--- src/rtl/genius_jogo_param.sv ---
// Parametrised memory-game controller: N_CHAVES buttons, MAX_RODADAS-deep
// sequence RAM loaded while idle, two difficulty levels and a per-play timeout.
// Optional sequence display state (MOSTRA) is built when SHOW_SEQ_EN is defined.
module genius_jogo_param #(
    parameter int N_CHAVES       = 4,
    parameter int MAX_RODADAS    = 16,
    parameter int ADDR_W         = 4,
    parameter int TIMEOUT_CICLOS = 5000,
    parameter int SHOW_CICLOS    = 500
) (
    input  logic                clock,
    input  logic                reset,
    input  logic                iniciar,
    input  logic                sel_nivel,
    input  logic [N_CHAVES-1:0] chaves,
    input  logic                load_en,
    input  logic [ADDR_W-1:0]   load_addr,
    input  logic [N_CHAVES-1:0] load_data,
    output logic                pronto,
    output logic                acertou,
    output logic                errou,
    output logic                timeout,
    output logic [N_CHAVES-1:0] leds,
    output logic [ADDR_W-1:0]   db_rodada,
    output logic [ADDR_W-1:0]   db_endereco,
    output logic [3:0]          db_estado
);
    localparam int TW = $clog2(TIMEOUT_CICLOS + 1);

    typedef enum logic [3:0] {
        IDLE        = 4'd0,
        PREPARA     = 4'd1,
        ESPERA      = 4'd2,
        COMPARA     = 4'd3,
        PROX_JOGADA = 4'd4,
        PROX_RODADA = 4'd5,
        ACERTOU     = 4'd6,
        ERROU       = 4'd7,
        TIMEOUT     = 4'd8,
        MOSTRA      = 4'd9
    } state_t;

    state_t              state;
    logic [N_CHAVES-1:0] mem [MAX_RODADAS];
    logic [N_CHAVES-1:0] chaves_r;
    logic [N_CHAVES-1:0] jogada_r;
    logic [ADDR_W-1:0]   rodada;
    logic [ADDR_W-1:0]   endereco;
    logic [ADDR_W-1:0]   limite;
    logic [TW-1:0]       timer;
    logic                jogada;
    logic                hit;
`ifdef SHOW_SEQ_EN
    localparam int SW = $clog2(SHOW_CICLOS + 1);
    logic [SW-1:0]       show_cnt;
    logic [ADDR_W-1:0]   show_idx;
    logic                show_off;
`endif

    // rising edge of "any key pressed": a held key counts as one play
    assign jogada = (|chaves) & ~(|chaves_r);

    // valid play: exactly one key and it matches the stored element
    always_comb begin
        hit = (jogada_r != '0) &&
              ((jogada_r & (jogada_r - N_CHAVES'(1))) == '0) &&
              (jogada_r == mem[endereco]);
    end

    assign db_rodada   = rodada;
    assign db_endereco = endereco;
    assign db_estado   = state;

    // sequence RAM: written only while idle, deliberately not reset
    always_ff @(posedge clock) begin
        if (load_en && state == IDLE) mem[load_addr] <= load_data;
    end

    // game FSM with registered flags and counters
    always_ff @(posedge clock or negedge reset) begin
        if (!reset) begin
            state    <= IDLE;
            chaves_r <= '0;
            jogada_r <= '0;
            rodada   <= '0;
            endereco <= '0;
            limite   <= '0;
            timer    <= '0;
            leds     <= '0;
            pronto   <= 1'b0;
            acertou  <= 1'b0;
            errou    <= 1'b0;
            timeout  <= 1'b0;
`ifdef SHOW_SEQ_EN
            show_cnt <= '0;
            show_idx <= '0;
            show_off <= 1'b0;
`endif
        end else begin
            chaves_r <= chaves;
            case (state)
                IDLE: if (iniciar) state <= PREPARA;
                PREPARA: begin
                    rodada   <= '0;
                    endereco <= '0;
                    timer    <= '0;
                    limite   <= sel_nivel ? ADDR_W'(MAX_RODADAS - 1) : ADDR_W'(MAX_RODADAS / 2 - 1);
`ifdef SHOW_SEQ_EN
                    state    <= MOSTRA;
                    show_cnt <= '0;
                    show_idx <= '0;
                    show_off <= 1'b0;
                    leds     <= mem[0];
`else
                    state    <= ESPERA;
`endif
                end
                ESPERA: begin
                    // a play landing on the last allowed cycle still counts
                    if (jogada) begin
                        jogada_r <= chaves;
                        leds     <= chaves;
                        timer    <= '0;
                        state    <= COMPARA;
                    end else if (timer == TW'(TIMEOUT_CICLOS - 1)) begin
                        state   <= TIMEOUT;
                        pronto  <= 1'b1;
                        errou   <= 1'b1;
                        timeout <= 1'b1;
                    end else begin
                        timer <= timer + TW'(1);
                    end
                end
                COMPARA: begin
                    if (!hit) begin
                        state  <= ERROU;
                        pronto <= 1'b1;
                        errou  <= 1'b1;
                    end else if (endereco != rodada) begin
                        state <= PROX_JOGADA;
                    end else if (rodada == limite) begin
                        state   <= ACERTOU;
                        pronto  <= 1'b1;
                        acertou <= 1'b1;
                    end else begin
                        state <= PROX_RODADA;
                    end
                end
                PROX_JOGADA: begin
                    endereco <= endereco + ADDR_W'(1);
                    state    <= ESPERA;
                end
                PROX_RODADA: begin
                    rodada   <= rodada + ADDR_W'(1);
                    endereco <= '0;
`ifdef SHOW_SEQ_EN
                    state    <= MOSTRA;
                    show_cnt <= '0;
                    show_idx <= '0;
                    show_off <= 1'b0;
                    leds     <= mem[0];
`else
                    state    <= ESPERA;
`endif
                end
                ACERTOU, ERROU, TIMEOUT: begin
                    if (iniciar) begin
                        state   <= PREPARA;
                        pronto  <= 1'b0;
                        acertou <= 1'b0;
                        errou   <= 1'b0;
                        timeout <= 1'b0;
                    end
                end
`ifdef SHOW_SEQ_EN
                MOSTRA: begin
                    // each element: SHOW_CICLOS on, SHOW_CICLOS dark; keys ignored
                    if (show_cnt == SW'(SHOW_CICLOS - 1)) begin
                        show_cnt <= '0;
                        if (!show_off) begin
                            show_off <= 1'b1;
                            leds     <= '0;
                        end else if (show_idx == rodada) begin
                            endereco <= '0;
                            timer    <= '0;
                            state    <= ESPERA;
                        end else begin
                            show_idx <= show_idx + ADDR_W'(1);
                            show_off <= 1'b0;
                            leds     <= mem[show_idx + ADDR_W'(1)];
                        end
                    end else begin
                        show_cnt <= show_cnt + SW'(1);
                    end
                end
`endif
                default: state <= IDLE;
            endcase
        end
    end
endmodule

--- config.mk ---
export PLATFORM = sky130hd
export DESIGN_NAME = genius_jogo_param
export DESIGN_NICKNAME = d
export VERILOG_FILES = /design/src/rtl/genius_jogo_param.sv
export SDC_FILE = /design/constraint.sdc
export NUM_CORES = 1
export LEC_CHECK = 0
export BUFFER_PORTS_ARGS = -buffer_cell sky130_fd_sc_hd__buf_2
export CORE_AREA = 8 8 112 114
export CTS_CLUSTER_SIZE = 16
export DETAILED_ROUTE_END_ITERATION = 7
export DIE_AREA = 0 0 120 122
export PLACE_DENSITY = 0.59
export REMOVE_ABC_BUFFERS = 1
export SYNTH_ARGS = -nofsm -noshare
export SYNTH_HDL_FRONTEND = slang
export SYNTH_SLANG_ARGS = --single-unit
--- constraint.sdc ---
create_clock -name clock -period 3 [get_ports clock]
set_input_delay 0.9 -clock clock [delete_from_list [all_inputs] [get_ports clock]]
set_output_delay 0.9 -clock clock [all_outputs]
set_load 0.01 [all_outputs]
==> flow_metrics.py <==
metrics = {
    "outcome": {
        "status": "finished clean",
    },
    "yosys": {
        "synth_compound_area_share_pct": 9.60,
        "syn_inst": 373,
        "syn_area_um2": 4770,
        "synth_async_sr_flop_share_pct": 37.9,
        "synth_cell_types": 50,
        "ys.flop_type": "edfxtp_1",
        "ys_ff_latch": 103,
        "avgSynthCellArea_um2": 12.8,
        "synth_xor_area_share_pct": 1.47,
        "synthAdderAreaFrac_pct": 0.787,
        "synth_edf_count": 64,
        "ys_warn_count": 0,
        "ys_seq_area_share_pct": 60.8,
        "yosys.area_share.simple_pct": 12.9,
        "synthMuxAreaShare_pct": 12.2,
        "synth_top_family_by_area": "simple AND/OR/NAND/NOR gates",
    },
    "sta": {
        "setup_viol": 0,
        "tightest_slew_ns": 0.866,
        "finalSetupTns_ns": 0,
        "grt_setup_unrepaired": "no",
        "hold_violations": 0,
        "whs_ns": 0.482,
        "final_max_slew_viol_count": 0,
        "skew_ns": 0.00780,
        "fmax_ghz": 0.374,
        "layout_min_cycle_time_ns": 2.67,
        "slew_headroom_pct": 42.2,
        "post-route-period-util_pct": 89.1,
        "setup_ws_ns": 0.326,
    },
    "layout": {
        "final_nets": 439,
        "fin_cells": 564,
        "antennaDiodeCount": 0,
        "drive_gt1_share_pct": 22.2,
        "area_growth_pct": 11.9,
        "fin_util_pct": 49.9,
    },
    "global_routing": {
        "grt_overflow": 0,
        "grt_pass1_vias": 3260,
        "grt_max_degree": 40,
        "grt_usage_pct": 14.6,
        "grt_pass1_wl_um": 16600,
        "antenna_found_initial": 0,
    },
    "critical_path": {
        "path_class": "reg2reg",
        "rr_worst_depth": 7,
        "cp.required_ns": 3.27,
        "r2r_setup_slack_ns": 0.33,
        "slowest_stage": "mux4_1",
        "r2r_end": "acertou$_DFFE_PN0P_",
        "end_kind": "flop",
        "cp_max_fo": 6,
        "cp_cell_sequence": "buf_4 > mux4_1 > mux4_2 > xnor2_1 > o31ai_1 > and3b_1 > a32o_2",
        "critPathArrivalTime_ns": 2.94,
        "critical_path.top_delay_family": "multiplexers",
        "cpPeakStageDelay_ns": 0.55,
        "cp-start-kind": "flop",
        "reg2reg_from": "db_endereco[1]$_DFFE_PN0P_",
        "crit_buf_inv": 1,
    },
    "pwr": {
        "peakVddDrop_uv": 360,
        "powerDensity_nw_per_um2": 783,
        "p_leak_uw": 0.00203,
    },
    "floorplanning": {
        "start_util_pct": 44.6,
        "coreArea_um2": 10700,
        "die_x_um": 120,
        "die_area_um2": 14600,
        "ios": 37,
        "die-height_um": 122,
        "rows": 38,
    },
    "min_path": {
        "min_path_type": "reg2reg",
        "holdPathEnd": "timer[9]$_DFFE_PN0P_",
        "worstHoldPathCells": 1,
        "hp-start": "timer[9]$_DFFE_PN0P_",
    },
    "route": {
        "drc": 0,
        "final_antenna_net_count": 0,
        "dr.first_iter.drc_count": 226,
        "routed_wirelength_um": 10200,
        "firstDrtPassIters": 4,
        "dr_total_vias": 3145,
        "via_per_inst": 5.58,
        "routedWlPerCell_um": 18.1,
    },
    "clock_network": {
        "cts_resized": 0,
        "numCtsBuffers": 9,
        "cts_root_buf": "clkbuf_8",
        "path_clk_slew_ns": 0.10,
        "cts.sinks": 103,
        "clockBufferDepth": 2,
        "clock_latency_ns": 0.38,
        "ctsHoldBuffers": 0,
        "cts_tree": "done",
        "htreeDepth": 3,
        "post_cts_buffers": 0,
    },
    "placed_design": {
        "dpl_worst_slack_ns": 0.188,
        "gp_congestion": 0.756,
        "dp.cells": 548,
        "place_hpwl_um": 7340,
        "io_buffers": 36,
    },
    "job": {
        "cap_violations": 0,
    },
}
placed cells by master (no fill, tap or decap), types with 2 or more instances in the layout:
cell / count
o31ai_1: 9
mux2i_1: 20
buf_2: 36
nor2b_1: 3
nand2b_1: 9
dfrtp_1: 39
inv_1: 6
nor4_1: 2
mux2_2: 11
clkbuf_8: 9
or4_1: 2
a31oi_1: 5
buf_4: 16
a21oi_1: 13
nand2_1: 19
edfxtp_1: 64
mux4_2: 8
o21a_1: 2
a211oi_1: 2
or2_2: 5
ha_1: 3
nand4_1: 4
a21boi_0: 3
xnor2_1: 6
a22o_1: 2
nand3_1: 11
xor2_1: 2
o221ai_1: 3
mux4_1: 3
inv_6: 3
nor3_1: 11
clkinv_1: 2
o22ai_1: 2
or3b_2: 2
or3_1: 2
nor2_1: 34
and3_1: 8
o21ai_0: 28
Yosys cell counts (4+ instances only):
cell type	n	area, um2
nand3_1	11	55.1
a31oi_1	5	31.3
xnor2_1	6	52.6
mux2i_1	20	200
a21oi_1	13	65.1
edfxtp_1	64	1920
o21ai_0	28	140
nand4_1	4	25.0
nand2_1	19	71.3
or2_2	5	31.3
nor3_1	11	55.1
and3_1	8	50.1
o31ai_1	9	67.6
nor2_1	34	128
clkbuf_1	12	45.0
inv_1	6	22.5
dfrtp_1	39	976
nand2b_1	9	56.3
mux2_2	11	124
mux4_2	8	180
state kept, by name, indices dropped and copies added, names as in the netlist:
| name | count |
|---|---|
| acertou | 1 |
| chaves_r | 4 |
| db_endereco | 4 |
| db_estado | 4 |
| db_rodada | 4 |
| errou | 1 |
| jogada_r | 4 |
| limite | 2 |
| mem | 64 |
| pronto | 1 |
| timeout | 1 |
| timer | 13 |
area by class of cell:
type / instances / area (um2)
tap: 140 / 175
multi-input combinational: 247 / 1760
timing repair buffer: 52 / 300
inverter: 6 / 22.5
fill: 971 / 5360
clock inverter: 7 / 53.8
sequential: 103 / 2900
clock buffer: 9 / 124
how the worst max path moves through the flow:
| stage | from | end | slack (ns) | cells past startpoint |
|---|---|---|---|---|
| floorplan | db_endereco[1]$_DFFE_PN0P_ | acertou$_DFFE_PN0P_ | 0.04 | 6 |
| global placement | chaves[1] | timer[5]$_DFFE_PN0P_ | 0.20 | 6 |
| detailed placement | chaves[1] | timer[5]$_DFFE_PN0P_ | 0.19 | 6 |
| CTS | db_endereco[1]$_DFFE_PN0P_ | acertou$_DFFE_PN0P_ | 0.30 | 7 |
| global route | db_endereco[1]$_DFFE_PN0P_ | acertou$_DFFE_PN0P_ | 0.17 | 7 |
| finish | db_endereco[1]$_DFFE_PN0P_ | acertou$_DFFE_PN0P_ | 0.33 | 7 |
routing by layer:
| layer | track usage (%) | share of wire (%) |
|---|---|---|
| met1 | 17.8 | 45 |
| met4 | 5.00 | 1.3 |
| met3 | 3.66 | 4.4 |
| met5 | 0 | 0 |
| met2 | 24.7 | 49 |
kinds of logic (layout without fill, tap and decap cells):
group | Yosys count | count (layout)
muxes | 42 | 42
xor gates and xnor gates | 8 | 8
buffers and inverters | 23 | 74
adders and majority gates | 3 | 3
and+or+nand+nor | 120 | 120
AOI/OAI and AO/OA | 74 | 74
DFF | 103 | 103
worst reg2reg max path: stages, from the launching register on:
cell and delay [ns]:
dfrtp_1 0.52, buf_4 0.23, mux4_1 0.55, mux4_2 0.51
xnor2_1 0.14, o31ai_1 0.08, and3b_1 0.26, a32o_2 0.28
report_power, final:
group | internal (uW) | switching [uW] | total (uW)
Combinational | 717 | 779 | 1500
Clock | 313 | 497 | 810
Sequential | 1640 | 239 | 1880
metrics by stage:
step | power, uW | cell area (um2)
after detailed placement | 3420 | 5160
after global placement | 3380 | 5160
after global routing | 4430 | 5340
after CTS | 4220 | 5340
after floorplan | 2830 | 4680
final | 4180 | 5340
No activity file was read; power rests on OpenSTA's default activity.
